**config.mk**
```make
export PLATFORM = sky130hd
export DESIGN_NAME = dma_adma_engine
export DESIGN_NICKNAME = d
export VERILOG_FILES = /design/src/rtl/dma_adma_engine.sv
export SDC_FILE = /design/constraint.sdc
export NUM_CORES = 1
export LEC_CHECK = 0
export CORE_MARGIN = 2
export CORE_UTILIZATION = 35
export CTS_BUF_LIST = sky130_fd_sc_hd__clkbuf_8
export CTS_CLUSTER_DIAMETER = 80
export DETAILED_ROUTE_END_ITERATION = 6
export DONT_BUFFER_PORTS = 1
export SKIP_LAST_GASP = 1
export SYNTH_ARGS = -nofsm -noshare
export SYNTH_HDL_FRONTEND = slang
export SYNTH_SLANG_ARGS = --single-unit
```
**constraint.sdc**
```tcl
create_clock -name clk_in -period 2.51 [get_ports clk_in]
set_clock_uncertainty 0.05 [all_clocks]
set_input_delay 0.6275 -clock clk_in [delete_from_list [all_inputs] [get_ports clk_in]]
set_output_delay 0.6275 -clock clk_in [all_outputs]
set_load 0.01 [all_outputs]
```
**src/rtl/dma_adma_engine.sv**
```systemverilog
// Descriptor-driven DMA engine moving words between RAM and a FIFO.
// Descriptors are fetched over a req/ack handshake; each word takes an A/B cycle pair.
module dma_adma_engine #(
   parameter int DATA_W      = 8,
   parameter int ADDR_W      = 64,
   parameter int LEN_W       = 12,
   parameter int DESC_STRIDE = 8,
   parameter int MAX_DESC    = 16
) (
   input  logic              clk_in,
   input  logic              reset_n,
   input  logic              start,
   input  logic              continue_in,
   input  logic              stop,
   input  logic              write,
   input  logic              error_in,
   input  logic [ADDR_W-1:0] base_ptr,
   output logic              desc_req,
   output logic [ADDR_W-1:0] desc_ptr,
   input  logic              desc_ack,
   input  logic              desc_valid,
   input  logic              desc_end,
   input  logic [1:0]        desc_act,
   input  logic [ADDR_W-1:0] desc_addr,
   input  logic [LEN_W-1:0]  desc_len,
   output logic [ADDR_W-1:0] ram_addr,
   output logic              ram_rd,
   output logic              ram_wr,
   output logic [DATA_W-1:0] ram_wdata,
   input  logic [DATA_W-1:0] ram_rdata,
   output logic              fifo_wr,
   output logic [DATA_W-1:0] fifo_wdata,
   input  logic              fifo_full,
   output logic              fifo_rd,
   input  logic [DATA_W-1:0] fifo_rdata,
   input  logic              fifo_empty,
   output logic              busy,
   output logic              done,
   output logic              error,
   output logic [1:0]        err_code
);

   localparam int CNT_W = $clog2(MAX_DESC + 1);
   localparam logic [ADDR_W-1:0] WORD_BYTES = ADDR_W'(DATA_W / 8);
   localparam logic [ADDR_W-1:0] STRIDE     = ADDR_W'(DESC_STRIDE);

   typedef enum logic [3:0] {
      IDLE, FETCH, DECODE, XFER_A, XFER_B, PAUSE, NEXT, DONE, ERR
   } state_t;

   state_t            state, state_nxt;
   logic [ADDR_W-1:0] ptr_q, ptr_nxt;
   logic [ADDR_W-1:0] addr_q, addr_nxt;
   logic [LEN_W-1:0]  wcnt_q, wcnt_nxt;
   logic [CNT_W-1:0]  dcnt_q, dcnt_nxt;
   logic              dir_q, dir_nxt;
   logic              link_q, link_nxt;
   logic              err_q, err_nxt;
   logic [1:0]        code_q, code_nxt;
   logic              d_valid_q, d_valid_nxt;
   logic              d_end_q, d_end_nxt;
   logic [1:0]        d_act_q, d_act_nxt;
   logic [ADDR_W-1:0] d_addr_q, d_addr_nxt;
   logic [LEN_W-1:0]  d_len_q, d_len_nxt;
   logic              busy_s, desc_req_s, ram_rd_s, ram_wr_s, fifo_rd_s, fifo_wr_s;

   always_ff @(posedge clk_in or negedge reset_n) begin
      if (!reset_n) begin
         state     <= IDLE;
         ptr_q     <= '0;
         addr_q    <= '0;
         wcnt_q    <= '0;
         dcnt_q    <= '0;
         dir_q     <= 1'b0;
         link_q    <= 1'b0;
         err_q     <= 1'b0;
         code_q    <= 2'b00;
         d_valid_q <= 1'b0;
         d_end_q   <= 1'b0;
         d_act_q   <= 2'b00;
         d_addr_q  <= '0;
         d_len_q   <= '0;
      end else begin
         state     <= state_nxt;
         ptr_q     <= ptr_nxt;
         addr_q    <= addr_nxt;
         wcnt_q    <= wcnt_nxt;
         dcnt_q    <= dcnt_nxt;
         dir_q     <= dir_nxt;
         link_q    <= link_nxt;
         err_q     <= err_nxt;
         code_q    <= code_nxt;
         d_valid_q <= d_valid_nxt;
         d_end_q   <= d_end_nxt;
         d_act_q   <= d_act_nxt;
         d_addr_q  <= d_addr_nxt;
         d_len_q   <= d_len_nxt;
      end
   end

   always_comb begin
      state_nxt   = state;
      ptr_nxt     = ptr_q;
      addr_nxt    = addr_q;
      wcnt_nxt    = wcnt_q;
      dcnt_nxt    = dcnt_q;
      dir_nxt     = dir_q;
      link_nxt    = link_q;
      err_nxt     = err_q;
      code_nxt    = code_q;
      d_valid_nxt = d_valid_q;
      d_end_nxt   = d_end_q;
      d_act_nxt   = d_act_q;
      d_addr_nxt  = d_addr_q;
      d_len_nxt   = d_len_q;
      desc_req_s  = 1'b0;
      ram_rd_s    = 1'b0;
      ram_wr_s    = 1'b0;
      fifo_rd_s   = 1'b0;
      fifo_wr_s   = 1'b0;
      busy_s      = !(state == IDLE || state == DONE || state == ERR);

      // External abort outranks everything and leaves every strobe low this cycle
      if (busy_s && error_in) begin
         state_nxt = ERR;
         err_nxt   = 1'b1;
         code_nxt  = 2'b10;
      end else begin
         case (state)
            IDLE, ERR: begin
               if (start) begin
                  ptr_nxt   = base_ptr;
                  dir_nxt   = write;
                  dcnt_nxt  = '0;
                  err_nxt   = 1'b0;
                  code_nxt  = 2'b00;
                  state_nxt = FETCH;
               end
            end
            FETCH: begin
               desc_req_s = 1'b1;
               if (desc_ack) begin
                  d_valid_nxt = desc_valid;
                  d_end_nxt   = desc_end;
                  d_act_nxt   = desc_act;
                  d_addr_nxt  = desc_addr;
                  d_len_nxt   = desc_len;
                  dcnt_nxt    = dcnt_q + CNT_W'(1);
                  state_nxt   = DECODE;
               end
            end
            DECODE: begin
               link_nxt = 1'b0;
               if (!d_valid_q || d_act_q == 2'b01) begin
                  state_nxt = ERR;
                  err_nxt   = 1'b1;
                  code_nxt  = 2'b01;
               end else if (d_act_q == 2'b11) begin
                  ptr_nxt   = d_addr_q;
                  link_nxt  = 1'b1;
                  state_nxt = NEXT;
               end else if (d_act_q == 2'b10 && d_len_q != '0) begin
                  addr_nxt  = d_addr_q;
                  wcnt_nxt  = d_len_q;
                  state_nxt = XFER_A;
               end else begin
                  state_nxt = NEXT;
               end
            end
            XFER_A: begin
               if (stop) begin
                  state_nxt = PAUSE;
               end else if (dir_q) begin
                  if (!fifo_full) begin
                     ram_rd_s  = 1'b1;
                     state_nxt = XFER_B;
                  end
               end else if (!fifo_empty) begin
                  fifo_rd_s = 1'b1;
                  state_nxt = XFER_B;
               end
            end
            XFER_B: begin
               fifo_wr_s = dir_q;
               ram_wr_s  = !dir_q;
               addr_nxt  = addr_q + WORD_BYTES;
               wcnt_nxt  = wcnt_q - LEN_W'(1);
               state_nxt = (wcnt_q == LEN_W'(1)) ? NEXT : XFER_A;
            end
            PAUSE: begin
               if (!stop && continue_in) state_nxt = XFER_A;
            end
            NEXT: begin
               if (d_end_q) begin
                  state_nxt = DONE;
               end else if (dcnt_q == CNT_W'(MAX_DESC)) begin
                  state_nxt = ERR;
                  err_nxt   = 1'b1;
                  code_nxt  = 2'b11;
               end else begin
                  // A LINK already loaded the next pointer, so no stride then
                  if (!link_q) ptr_nxt = ptr_q + STRIDE;
                  state_nxt = FETCH;
               end
            end
            DONE: state_nxt = IDLE;
            default: state_nxt = IDLE;
         endcase
      end
   end

   assign desc_req   = desc_req_s;
   assign desc_ptr   = ptr_q;
   assign ram_addr   = addr_q;
   assign ram_rd     = ram_rd_s;
   assign ram_wr     = ram_wr_s;
   assign ram_wdata  = ram_wr_s ? fifo_rdata : '0;
   assign fifo_rd    = fifo_rd_s;
   assign fifo_wr    = fifo_wr_s;
   assign fifo_wdata = fifo_wr_s ? ram_rdata : '0;
   assign busy       = busy_s;
   assign done       = (state == DONE);
   assign error      = err_q;
   assign err_code   = code_q;

endmodule

```
After elaboration in Yosys (flattened, before gate mapping). Index checks and enable logic that the tools add are counted. Widths: inputs -> output; s select.

Bits in registers: 234. Output and inout port bits: 154. Logic and storage cells: 139.

Add/subtract/negate cells: 4. Equality and inequality tests: 30. Muxes and demuxes: 65. Bitwise operators: 1. Reductions and logical operators: 25.

Operators by type and width (number): $mux 64 (9); $pmux 64 s3 (1); $pmux 64 s2 (1); $add 64x1->64 const B (1); $add 64x4->64 const B (1); $mux 4 (11); $mux 12 (3); $pmux 4 s7 (1); $pmux 12 s2 (1); $mux 1 (23); $ne 2x2->1 const B (9); $ne 3x3->1 const B (6); $eq 4x3->1 const B (4); $mux 8 (2); $reduce_and 5->1 (3); $eq 12x1->1 const B (1); $reduce_bool 12->1 (1); $sub 12x1->12 const B (1); $mux 2 (5); $mux 5 (2); $ne 5x5->1 const B (2); $pmux 5 s2 (1); $mux 3 (3); $eq 4x2->1 const B (2); other kinds (21) (31).

Depth between registers and ports, before layout. Gate-level depths: netlist (run 1).

Word-level depth: 7. Mapped depth: 10.

Worst setup path after synthesis (run 1). OpenSTA, ideal clock, no wires.

Kind: reg2out. From: register state[2]. To: output port ram_wdata[0]. Arrival time: 1.999 ns. Path slack: -0.166 ns. Stages on the path, launching flop included: 8. Buffers on the path: 3. Path through: dfrtp_1 -> clkbuf_1 -> buf_2 -> nor2b_1 -> nand2_1 -> clkbuf_1 -> nor3_1 -> and2_1.

Cells in the longest elaborated chain, start to end: 7. Elaborated cells on any way between the ends: 11. Those cells by class: eq/ne: 3; mux: 3; reduce/logical: 5.

Ends and longest elaborated chain: start: declaration (RTL line 51) `state_t state, state_nxt;`; start signal: assignment (RTL line 84) `state <= state_nxt;`; $eq 4x3->1 / $logic_not 4->1 (equally long branches) (RTL line 121) `busy_s = !(state == IDLE || state == DONE || state == ERR);`; $logic_or 1x1->1 (2 in series) (RTL line 121); $logic_not 1->1 (RTL line 121); $logic_and 1x1->1 (RTL line 124) `if (busy_s && error_in) begin`; $mux 1 * (RTL line 124); via ram_wr (RTL line 28) `output logic ram_wr,`; $mux 8 * (RTL line 217) `assign ram_wdata = ram_wr_s ? fifo_rdata : '0;`; end: declaration (RTL line 29) `output logic [DATA_W-1:0] ram_wdata,`.

The timed path passes the listed nets; every way through them passes the cells marked *.

Worst setup path after layout (run 1).
From: register state[3]. To: output port ram_wdata[0].

Cells in the longest elaborated chain, start to end: 7. Elaborated cells on any way between the ends: 11. Those cells by class: eq/ne: 3; mux: 3; reduce/logical: 5.

Ends and longest elaborated chain (RTL line): $eq 4x3->1 / $logic_not 4->1 (equally long branches) (121); $logic_or 1x1->1 (2 in series) (121); $logic_not 1->1 (121); $logic_and 1x1->1 (124); $mux 1 * (124); $mux 8 * (217).

Every way passes the cells marked *; elsewhere a longest branch is shown, timed or not.

==> results.json, run 1 <==
{
  "synth.distinct_cells": 66,
  "muxShareOfSynthArea": 0.0719,
  "cts-root-buf": "clkbuf_8",
  "cp-end-kind": "primary output",
  "drcViolationCount": 0,
  "synth-seq-cells": 234,
  "layout-drive-gt1-share": 0.264,
  "critPathKind": "register to primary output",
  "synthXorXnorAreaFrac": 0.00261,
  "final_cell_mix": "dfrtp_1 (231), buf_4 (180), nand2_1 (135)",
  "r2r_start": "state[2]",
  "final_common_cell": "dfrtp_1",
  "io_pins": 324,
  "area_growth_pct": 26.8,
  "drt_first_iter_violations": 1300,
  "slew_violations": 0,
  "slowest_stage": "dfrtp_2",
  "rsz0062_at_grt": "yes",
  "post-route-util": 0.451,
  "insertion_delay_ns": 0.63,
  "firstDrtPassIters": 6,
  "postSynthCellCount": 1498,
  "dieWidth_um": 200,
  "synth_async_sr_flop_share": 1.00,
  "synth_compound_area_frac": 0.242,
  "cp_max_fo": 5,
  "synth_edf_count": 0,
  "grt_pass1_wl_um": 81300,
  "final-seq-area_um2": 5860,
  "clock.fmax_mhz": 355,
  "gr-usage-all-layers": 0.272,
  "tightest_slew_ns": 0.973,
  "grt_max_degree": 235,
  "max_slew_margin": 0.351,
  "fin_ws_ns": -0.306,
  "hold_class": "primary input to asynchronous set/reset pin",
  "peakVddDrop_mv": 0.715,
  "hpwl_um": 40600,
  "port_buffers": 0,
  "arrival_ns": 2.14,
  "status": "finished, violations left",
  "die_y_um": 200,
  "numCtsBuffers": 47,
  "postSynthAreaPerCell_um2": 8.95,
  "hold_viol": 234,
  "dp_slack_ns": 0.00392,
  "start_util": 0.356,
  "fillCellCount": 3670,
  "htree_levels": 2,
  "yosys.area_share.adder": 0.00560,
  "gp_congestion": 0.909,
  "dieArea_um2": 39900,
  "grt.overflow.total": 0,
  "clk_pin_slew_ns": 0.06,
  "synth_nets": 1674,
  "cp.required_ns": 1.83,
  "syn_area_um2": 13400,
  "yosys.area_share.simple": 0.204,
  "cts.sinks": 234,
  "rows": 71,
  "finalCriticalPeriod_ns": 2.82,
  "critical_path.cell_chain": "buf_6, nand4b_1, and2_4, nor3_4, buf_6, and2_4",
  "maxCapViolations": 0,
  "yosysWarnings": 0,
  "antenna_found_initial": 10,
  "holdWs_ns": -0.368,
  "coreArea_um2": 37700,
  "cts.path.max_buffers": 3,
  "power.density_nw_per_um2": 1200,
  "num-nets-final": 1838,
  "p_leak_nw": 7.03,
  "failed_checks": "negative hold slack, negative setup slack",
  "synth_top_family_by_area": "compound AO/OA/AOI/OAI gates",
  "reg2reg_depth": 11,
  "wl_per_cell_um": 26.3,
  "yosysSeqAreaShare": 0.437,
  "ys.flop_type": "dfrtp_1",
  "via_per_inst": 6.17,
  "grt_pass1_vias": 12797,
  "slowest_delay_ns": 0.46,
  "vias": 13658,
  "cts_tree": "yes",
  "min_period_over_period": 1.12,
  "r2r_slack_ns": -0.03,
  "routed_wl_um": 58200,
  "r2r-end": "ram_addr[22]",
  "ant_nets": 0,
  "multi_input_area_um2": 7380,
  "setup_violations": 27,
  "start_kind": "register"
}
## what timing repair did
action                                  CTS  global route
gates resized for setup                  35            58
pin swaps                                13            16
hold endpoints to repair                234           234
endpoints found under the setup margin   23           160
buffers inserted                         13            13
cloned                                    1            11
## how the worst max path moves through the flow
stage | startpoint | end | slack, ns | depth (start not counted)
final | state[3] | ram_wdata[0] | -0.31 | 6
after global routing | state[3] | ram_wdata[0] | -0.40 | 6
after CTS | state[1] | ram_wdata[0] | -0.36 | 6
after detailed placement | state[0] | desc_ptr[29] | 0.004 | 8
after global placement | state[0] | ram_addr[58] | 0.04 | 7
after floorplan | ram_addr[30] | ram_addr[52] | 0.002 | 9
## flip-flops by register name, summed over array words and instances (netlist names), 2 cells and up
| signal | count |
|---|---|
| d_act_q | 2 |
| d_addr_q | 64 |
| d_len_q | 12 |
| dcnt_q | 5 |
| desc_ptr | 64 |
| err_code | 2 |
| ram_addr | 64 |
| state | 4 |
| wcnt_q | 12 |
## stage by stage
stage                     cells  cell area [um2]  TNS, ns  power, W  hold WS, ns
final                      2212            17000    -5.19    0.0204       -0.368
after global placement     2086            15300        0    0.0156        0.288
after detailed placement   2086            15300        0    0.0158        0.292
after global routing       2207            17000    -8.34    0.0215       -0.408
after CTS                  2183            16500   -17.58    0.0201       -0.397
after floorplan            1498            13400        0    0.0117        0.282
## worst max-delay path: cells and delay by family, from the launching register on
family / cells / cell delay [ns]
AND/OR/NAND/NOR: 4 / 0.77
buffers and inverters: 2 / 0.28
flip-flops: 1 / 0.46
## report_power, final
group	total [W]	switching (W)	internal [W]
Sequential	0.00810	0.00249	0.00561
Clock	0.00404	0.00185	0.00219
Combinational	0.00825	0.00448	0.00377
## area by class of cell
class                      count  area share
sequential                   234       0.345
timing repair buffer         223       0.123
tap                          511      0.0376
clock buffer                  62      0.0502
inverter                      22     0.00515
multi-input combinational   1134       0.434
antenna                        5    0.000736
clock inverter                21     0.00515
## cells in the mapped netlist (all sizes together) (15+ instances only)
cell type | count | area share
dfrtp | 234 | 0.44
nand2 | 137 | 0.038
o21ai | 132 | 0.049
a21oi | 120 | 0.045
nor2 | 99 | 0.028
clkbuf | 88 | 0.025
mux2 | 83 | 0.070
nand3 | 70 | 0.027
nor3 | 45 | 0.017
a22oi | 42 | 0.024
nand4 | 42 | 0.020
o22ai | 38 | 0.018
and3 | 25 | 0.012
and2 | 24 | 0.011
inv | 22 | 0.0062
nor4 | 22 | 0.010
a22o | 21 | 0.014
buf | 21 | 0.0066
a2bb2oi | 20 | 0.013
or3 | 17 | 0.0087
a221oi | 16 | 0.010
o41ai | 16 | 0.011
a31oi | 15 | 0.0070
## per-layer routing
layer  wire (um)  up-vias  part of all wire  track usage
li1            -     6056                 -            -
met1       22000     6677              0.38        0.321
met2       26700      755              0.46        0.437
met3        6390      156              0.11        0.100
met4        3030       14             0.052        0.136
met5         102        -            0.0018            0
## cells by family after synthesis
kind of cell / Yosys count
AND/OR/NAND/NOR: 537
AO/OA/AOI/OAI: 500
flip-flops: 234
buffers and inverters: 131
multiplexers: 86
adder cells (fa/ha/maj): 6
XOR/XNOR: 4
Power figures use the tool's default switching activity.
==> run 2: changes to the inputs <==
--- a/config.mk
+++ b/config.mk
@@ -6,7 +6,7 @@
 export NUM_CORES = 1
 export LEC_CHECK = 0
 export CORE_MARGIN = 2
-export CORE_UTILIZATION = 35
+export CORE_UTILIZATION = 34
 export CTS_BUF_LIST = sky130_fd_sc_hd__clkbuf_8
 export CTS_CLUSTER_DIAMETER = 80
 export DETAILED_ROUTE_END_ITERATION = 6
==> constraint.sdc (replaced) <==
create_clock -name clk_in -period 2.97 [get_ports clk_in]
set_clock_uncertainty 0.05 [all_clocks]
set_input_delay 0.7425 -clock clk_in [delete_from_list [all_inputs] [get_ports clk_in]]
set_output_delay 0.7425 -clock clk_in [all_outputs]
set_load 0.01 [all_outputs]
==> run 2 against run 1 <==
Effect of this change:
- the run ends with negative hold slack left
- critical path depth down 1
- non-clock buffer count fell by 137
- via count shrank 5.5%
- flip-flop and latch count unchanged
- utilization decreased by 5.3 points
- final cell count shrank 6.0%
- clock-buffer cell count fell by 4
- register-to-register slack improved by 0.17 ns
- wire length is 7.7% lower
- clock power fell by 15%
- power decreased by 21%
- sequential power fell by 5.8%
- critical endpoint is now ram_wdata[2]
- highest routed layer unchanged
==> results.json, run 2 (synthesis gave the netlist of run 1 again) <==
{
  "drcViolationCount": 0,
  "die_y_um": 203,
  "dieWidth_um": 203,
  "gp_congestion": 0.920,
  "hpwl_um": 38700,
  "via_per_inst": 6.21,
  "drt_first_iter_violations": 1086,
  "grt_pass1_vias": 12477,
  "min_period_over_period": 0.976,
  "route.met2.wl_um": 25100,
  "hold_class": "primary input to asynchronous set/reset pin",
  "start_util": 0.345,
  "cp.required_ns": 2.18,
  "switchingPower_w": 0.00704,
  "design_area_um2": 15500,
  "wl_per_cell_um": 25.8,
  "holdWs_ns": -0.214,
  "grt_pass1_wl_um": 80600,
  "insertion_delay_ns": 0.60,
  "routed_wl_um": 53700,
  "final_cell_mix": "dfrtp_1 (230), nand2_1 (135), o21ai_0 (132)",
  "rows": 72,
  "area_growth_pct": 15.2,
  "clk_pin_slew_ns": 0.06,
  "cts-root-buf": "clkbuf_8",
  "status": "finished, violations left",
  "ant_nets": 0,
  "clock.fmax_mhz": 345,
  "coreArea_um2": 38800,
  "cp-end-kind": "primary output",
  "tightest_slew_ns": 0.847,
  "slew_violations": 0,
  "grt.overflow.total": 0,
  "io_pins": 324,
  "critPathKind": "register to primary output",
  "failed_checks": "negative hold slack",
  "highest_layer": "met5",
  "grt_max_degree": 235,
  "rsz0062_at_grt": "yes",
  "postPlaceCellArea_um2": 14400,
  "wl_met3_um": 5310,
  "finalCriticalPeriod_ns": 2.90,
  "max_slew_margin": 0.435,
  "power.density_nw_per_um2": 1040,
  "dieArea_um2": 41100,
  "vias": 12912,
  "htree_levels": 2,
  "netSwitchingFraction": 0.440,
  "cts.sinks": 234,
  "layout-drive-gt1-share": 0.172,
  "peakVddDrop_mv": 0.544,
  "num-nets-final": 1699,
  "setup_violations": 0,
  "cts_tree": "yes",
  "final_common_cell": "dfrtp_1",
  "met1Wirelength_um": 20700,
  "arrival_ns": 2.11,
  "antenna_found_initial": 12,
  "power_frac_seq": 0.477,
  "clkPwrFrac": 0.214,
  "port_buffers": 0,
  "tns_ns": 0,
  "cts.path.max_buffers": 3,
  "start_kind": "register",
  "p_int_w": 0.00897,
  "p_comb_frac": 0.309,
  "hold_viol": 234,
  "maxCapViolations": 0,
  "p_leak_nw": 6.16,
  "gr-usage-all-layers": 0.257,
  "numCtsBuffers": 46,
  "cp_max_fo": 6,
  "firstDrtPassIters": 7
}
[run 2: cell count changes in the layout (fill, tap and decap cells not counted), moves of 7 or more]
| cell | change |
|---|---|
| clkbuf_16 | -7 |
| and2_4 | -15 |
| and2_1 | +16 |
| buf_4 | -103 |
| buf_6 | -18 |
| buf_12 | -9 |
[run 2: power groups by stage]
stage	registers [W]	logic, W	clock network (W)
after global placement	0.00769	0.00465	0
after CTS	0.00765	0.00493	0.00352
after detailed placement	0.00772	0.00478	0
after floorplan	0.00649	0.00341	0
final	0.00763	0.00495	0.00343
after global routing	0.00782	0.00550	0.00368
[run 2: cell type report]
cell class,instances,area (um2)
clock inverters,23,143
diodes,5,12.5
flip-flops and latches,234,5860
inverters,22,82.6
well taps,518,648
repair buffers,86,743
fillers,3864,23400
multi-input cells,1133,7160
clock buffers,58,798
[run 2: worst max-delay path, stage by stage (launching register included)]
cell and delay, ns:
dfrtp_2 0.45, o31a_1 0.35, and2_4 0.20, nor3_4 0.12
buf_4 0.17, and2_2 0.20
[run 2: through the flow]
step	std cells	util	total power (W)	hold WS [ns]	setup WS [ns]
2_1_floorplan	1498	-	0.00990	0.397	0.179
3_3_place_gp	1981	0.370	0.0123	0.403	0.264
3_5_place_dp	1981	0.370	0.0125	0.410	0.215
4_1_cts	2074	0.397	0.0161	-0.280	0.0144
5_1_grt	2075	0.398	0.0170	-0.261	-0.0612
6_report	2079	0.398	0.0160	-0.214	0.0719
[run 2: path summary, 6_finish.rpt]
check	cells after the start	from	slack [ns]	to
worst max-delay path	5	state[2]	0.07	ram_wdata[2]
worst min-delay path	0	reset_n	-0.21	d_addr_q[60]
worst max register to register	9	state[0]	0.14	ram_addr[36]
worst min register to register	2	link_q	0.42	link_q
max in group asynchronous	0	reset_n	2.68	desc_ptr[13]
min in group clk_in	1	desc_addr[45]	0.24	d_addr_q[45]
[run 2: timing repair]
item                                   in CTS  in global routing
pin swaps                                   0                  1
buffers inserted                           11                  0
gates resized for setup                    12                  4
endpoints found under the hold margin     234                234
gates cloned                                1                  0
setup endpoints to repair                  20                 24
[run 2: per-layer routing]
| layer | global-route usage | vias to the layer above |
|---|---|---|
| met3 | 0.0868 | 118 |
| li1 | - | 5796 |
| met5 | 0 | - |
| met4 | 0.126 | 14 |
| met2 | 0.412 | 622 |
| met1 | 0.309 | 6362 |
==> run 3: changes to the inputs <==
--- a/config.mk
+++ b/config.mk
@@ -6,12 +6,14 @@
 export NUM_CORES = 1
 export LEC_CHECK = 0
 export CORE_MARGIN = 2
-export CORE_UTILIZATION = 34
+export CORE_UTILIZATION = 61
 export CTS_BUF_LIST = sky130_fd_sc_hd__clkbuf_8
 export CTS_CLUSTER_DIAMETER = 80
 export DETAILED_ROUTE_END_ITERATION = 6
 export DONT_BUFFER_PORTS = 1
+export PLACE_DENSITY = 0.77
 export SKIP_LAST_GASP = 1
+export SLEW_MARGIN = 5
 export SYNTH_ARGS = -nofsm -noshare
 export SYNTH_HDL_FRONTEND = slang
 export SYNTH_SLANG_ARGS = --single-unit
==> run 3 against run 2 <==
Effect of this change:
- the run ends with design-rule violations, negative hold slack left
- clock-buffer cell count decreased by 5
- clock power down 10%
- die area shrank 44%
- utilization rose by 30 points
- register-to-register slack better by 0.13 ns
- global-route usage up 14 points
- combinational power is 3% lower
- final cell count down 12%
- first-iteration DRC count up 56%
- critical endpoint is now fifo_wdata[7]
- largest cell class unchanged
==> results.json, run 3 (synthesis gave the netlist of run 1 again) <==
{
  "fin_ws_ns": 0.0557,
  "via_per_inst": 7.16,
  "grt_pass1_vias": 12230,
  "grt_max_degree": 235,
  "grt.overflow.total": 0,
  "antenna_found_initial": 13,
  "area_growth_pct": 12.3,
  "htree_levels": 2,
  "coreArea_um2": 21700,
  "clk_pin_slew_ns": 0.06,
  "drt_first_iter_violations": 1689,
  "max_slew_margin": 0.541,
  "multi_input_area_um2": 7170,
  "reg2reg_depth": 7,
  "port_buffers": 0,
  "final_common_cell": "dfrtp_1",
  "ant_nets": 0,
  "r2r_start": "state[2]",
  "setup_violations": 0,
  "slowest_stage": "dfrtp_2",
  "status": "finished, violations left",
  "hpwl_um": 33300,
  "final-seq-area_um2": 5860,
  "holdWs_ns": -0.178,
  "startpoint": "state[3]",
  "cp-end-kind": "primary output",
  "gp_congestion": 0.960,
  "cts_tree": "yes",
  "start_kind": "register",
  "io_pins": 324,
  "critPathKind": "register to primary output",
  "finalCriticalPeriod_ns": 2.91,
  "drcViolationCount": 21,
  "start_util": 0.618,
  "slowest_delay_ns": 0.45,
  "peakVddDrop_mv": 0.653,
  "routed_wl_um": 47100,
  "cts.path.max_buffers": 3,
  "p_leak_nw": 6.08,
  "grt_pass1_wl_um": 72000,
  "critical_path.cell_chain": "buf_6, nand4b_1, buf_4, nand2_1, and3_2, and2_2",
  "dp_slack_ns": 0.333,
  "cp_max_fo": 9,
  "power.density_nw_per_um2": 1020,
  "num-nets-final": 1690,
  "dieWidth_um": 152,
  "tightest_slew_ns": 0.682,
  "die_y_um": 152,
  "maxCapViolations": 0,
  "hold_viol": 234,
  "arrival_ns": 2.12,
  "insertion_delay_ns": 0.58,
  "dp_cells": 1734,
  "cp.required_ns": 2.18,
  "dieArea_um2": 23200,
  "failed_checks": "design-rule violations, negative hold slack",
  "clock.fmax_mhz": 343,
  "stdcell_count": 1829,
  "rows": 54,
  "vias": 13088,
  "min_period_over_period": 0.981,
  "final_cell_mix": "dfrtp_1 (231), nand2_1 (135), o21ai_0 (132)",
  "firstDrtPassIters": 7,
  "cts.sinks": 234,
  "wl_per_cell_um": 25.8,
  "layout-drive-gt1-share": 0.172,
  "gr-usage-all-layers": 0.393,
  "fillCellCount": 1735,
  "cts-root-buf": "clkbuf_8",
  "hold_class": "primary input to asynchronous set/reset pin",
  "numCtsBuffers": 41,
  "slew_violations": 0
}
==> run 3: final timing paths <==
path	slack (ns)	end
min reg2reg	0.44	link_q
max in group asynchronous	2.66	state[2]
max	0.06	fifo_wdata[7]
min	-0.18	d_addr_q[47]
min in group clk_in	0.26	d_len_q[1]
max reg2reg	0.27	ram_addr[59]
==> run 3: metrics by stage <==
stage / instance area [um2] / util / setup TNS [ns] / hold WS (ns) / total power (W)
after floorplan: 13400 / - / 0 / 0.397 / 0.00990
after global placement: 14000 / 0.646 / 0 / 0.404 / 0.0120
after detailed placement: 14000 / 0.646 / 0 / 0.405 / 0.0121
after CTS: 15000 / 0.690 / -0.0169 / -0.195 / 0.0153
after global routing: 15100 / 0.694 / -0.0273 / -0.192 / 0.0162
final: 15100 / 0.695 / 0 / -0.178 / 0.0154
==> run 3: routing by layer <==
layer,part of all wire,global-route usage,routed length [um]
met5,0.0019,0,89
met4,0.059,0.209,2770
met3,0.12,0.117,5430
met2,0.46,0.612,21600
met1,0.36,0.498,17200
==> run 3: what timing repair did <==
action                                 in CTS  in global routing
setup buffers                               7                  9
setup endpoints to repair                  19                 16
cloned                                      1                  0
resized for setup                          20                  6
endpoints found under the hold margin     234                234
pin swaps                                   0                  3
==> run 3: final cells by class <==
| type | instances | area share |
|---|---|---|
| multi-input combinational | 1133 | 0.476 |
| inverter | 22 | 0.00548 |
| antenna | 8 | 0.00133 |
| sequential | 234 | 0.389 |
| timing repair buffer | 82 | 0.0492 |
| tap | 280 | 0.0233 |
| clock inverter | 17 | 0.00723 |
| clock buffer | 53 | 0.0484 |
==> run 3: worst max-delay path, delay by kind of cell (launching register included) <==
family	cells	cell delay, ns
buf+inv	2	0.33
simple gates	4	0.80
flops	1	0.45
==> run 3: power by group <==
group / internal, W / leakage (nW) / total (W) / switching (W)
logic: 0.00228 / 2.77 / 0.00479 / 0.00251
clock network: 0.00168 / 0.474 / 0.00307 / 0.00139
registers: 0.00473 / 2.83 / 0.00757 / 0.00284
total: 0.00869 / 6.08 / 0.0154 / 0.00674
==> variant (config.mk and constraints of run 1) <==
The 9 states of `state_t` get a one-hot encoding in 9 bits.
--- a/src/rtl/dma_adma_engine.sv
+++ b/src/rtl/dma_adma_engine.sv
@@ -46,4 +46,4 @@
 
-   typedef enum logic [3:0] {
-      IDLE, FETCH, DECODE, XFER_A, XFER_B, PAUSE, NEXT, DONE, ERR
+   typedef enum logic [8:0] {
+      IDLE = 9'b000000001, FETCH = 9'b000000010, DECODE = 9'b000000100, XFER_A = 9'b000001000, XFER_B = 9'b000010000, PAUSE = 9'b000100000, NEXT = 9'b001000000, DONE = 9'b010000000, ERR = 9'b100000000
    } state_t;
Behaviour: same outputs for any inputs over 4 cycles, from zero or initial values and one cycle with reset_n low; so few cycles prove little.
==> variant against run 1 <==
Sequential power decreased by 13%. Sequential share of layout area decreased by 2.7 points. Setup slack worse by 0.25 ns. Global-route usage increased by 0.36 points. Area after synthesis grew 4.7%. The run still ends with negative hold slack, negative setup slack left. Wire length is 4.9% higher. Highest routed layer unchanged. Cell area rose by 11%. Critical path type unchanged. Total power down 5.0%. Sequential cell count is 5 higher.
==> variant: results (changes against run 1) <==
synthTopCellsByCount: "238 x dfrtp_1, 144 x nand2_1, 120 x o21ai_0"  # was 234 x dfrtp_1, 137 x nand2_1, 132 x o21ai_0
vdd_drop_max_uv: 621.4  # was 714.8 uV
reg2regPathDepth: 8  # was 11
finalSetupViolCount: 163  # was 27
timing.rr.end: "ram_addr[63]"  # was ram_addr[22]
use_met1_pct: 35.31  # was 32.10%
wl_met1_um: 23790  # was 21990 um
cts_setup_buffers: 21  # was 13
reg2reg_slack_ns: -0.20  # was -0.03 ns
sh_seq_area_pct: 31.76  # was 34.46%
comb.multi_input.count: 1178  # was 1134
post-dp-hpwl_um: 42080  # was 40650 um
crit_path_top_delay_cell: "dfrtp_1"  # was dfrtp_2
route.vias.total: 14640  # was 13660
synth_mux_area_share_pct: 7.508  # was 7.192%
grtUsageMet2_pct: 42.05  # was 43.71%
wl_per_cell_um: 26.16  # was 26.31 um
ys_types: 82  # was 66
final-hold-violation-count: 239  # was 234
final.setup.worst_slack_ns: -0.5519  # was -0.3064 ns
critPathMaxStageDelay_ns: 0.39  # was 0.46 ns
dr_wl_met3_um: 6873  # was 6390 um
synthesis.nets: 1721  # was 1674
whs_ns: -0.3181  # was -0.3677 ns
power_mw: 19.36  # was 20.38 mW
violations: "negative hold slack, negative setup slack"  # unchanged
gp_congestion: 0.9429  # was 0.9088
nClkBuffers: 63  # was 62
clk_share_pct: 5.193  # was 5.533%
grt_usage_pct: 27.58  # was 27.22%
synth-xor-area-share_pct: 0.2494  # was 0.2612%
p_comb_mw: 8.11  # was 8.25 mW
crit_path_start: "state[7]"  # was state[3]
buffer_area_share_pct: 16.13  # was 12.26%
grt_max_degree: 240  # was 235
cts_resized: 84  # was 35
worstMarginPinSlew_ns: 0.6851  # was 0.9731 ns
endpoint: "fifo_wdata[5]"  # was ram_wdata[0]
clockPowerShare_pct: 21.7  # was 19.8%
grtUsageMet3_pct: 9.152  # was 9.997%
hold_class: "in -> async"  # unchanged
synth-seq-cells: 239  # was 234
multi_input_area_share_pct: 43.02  # was 43.40%
ys_seq_area_share_pct: 42.58  # was 43.66%
n_antenna_cell: 1  # was 5
grt_pass1_vias: 13770  # was 12800
nNonClkBuffers: 290  # was 223
p_int_mw: 11.58  # was 11.56 mW
nets: 1951  # was 1838
fillerInstances: 3771  # was 3670
first_iter_violations: 1381  # was 1300
inv_count: 20  # was 22
synth_fa_ha_area_share_pct: 0.5344  # was 0.5597%
synth_compound_area_share_pct: 23.66  # was 24.21%
status: "finished with violations"  # unchanged
layout-drive-gt1-share_pct: 30.74  # was 26.42%
==> variant: changes by cell type after synthesis, sizes merged, moves of 8 or more <==
cell / before / now
o31ai: 4 / 15
nand4: 42 / 50
nor4: 22 / 38
nor2: 99 / 84
buf: 21 / 54
nand3: 70 / 88
nor3: 45 / 35
a31oi: 15 / 27
clkbuf: 88 / 56
a2bb2oi: 20 / 6
a22o: 21 / 42
mux2i: 3 / 12
==> variant: stage by stage <==
stage	TNS, ns	hold WS [ns]	instances	setup WS [ns]	cell area (sq um)
3_5_place_dp	-6.492	0.2881	2194	-0.1345	16280
3_3_place_gp	-3.187	0.2866	2194	-0.1162	16280
2_1_floorplan	-0.7574	0.2819	1545	-0.04567	14220
4_1_cts	-22.60	-0.3773	2311	-0.5779	18110
5_1_grt	-37.65	-0.3444	2334	-0.6400	18840
6_report	-22.67	-0.3181	2335	-0.5519	18840
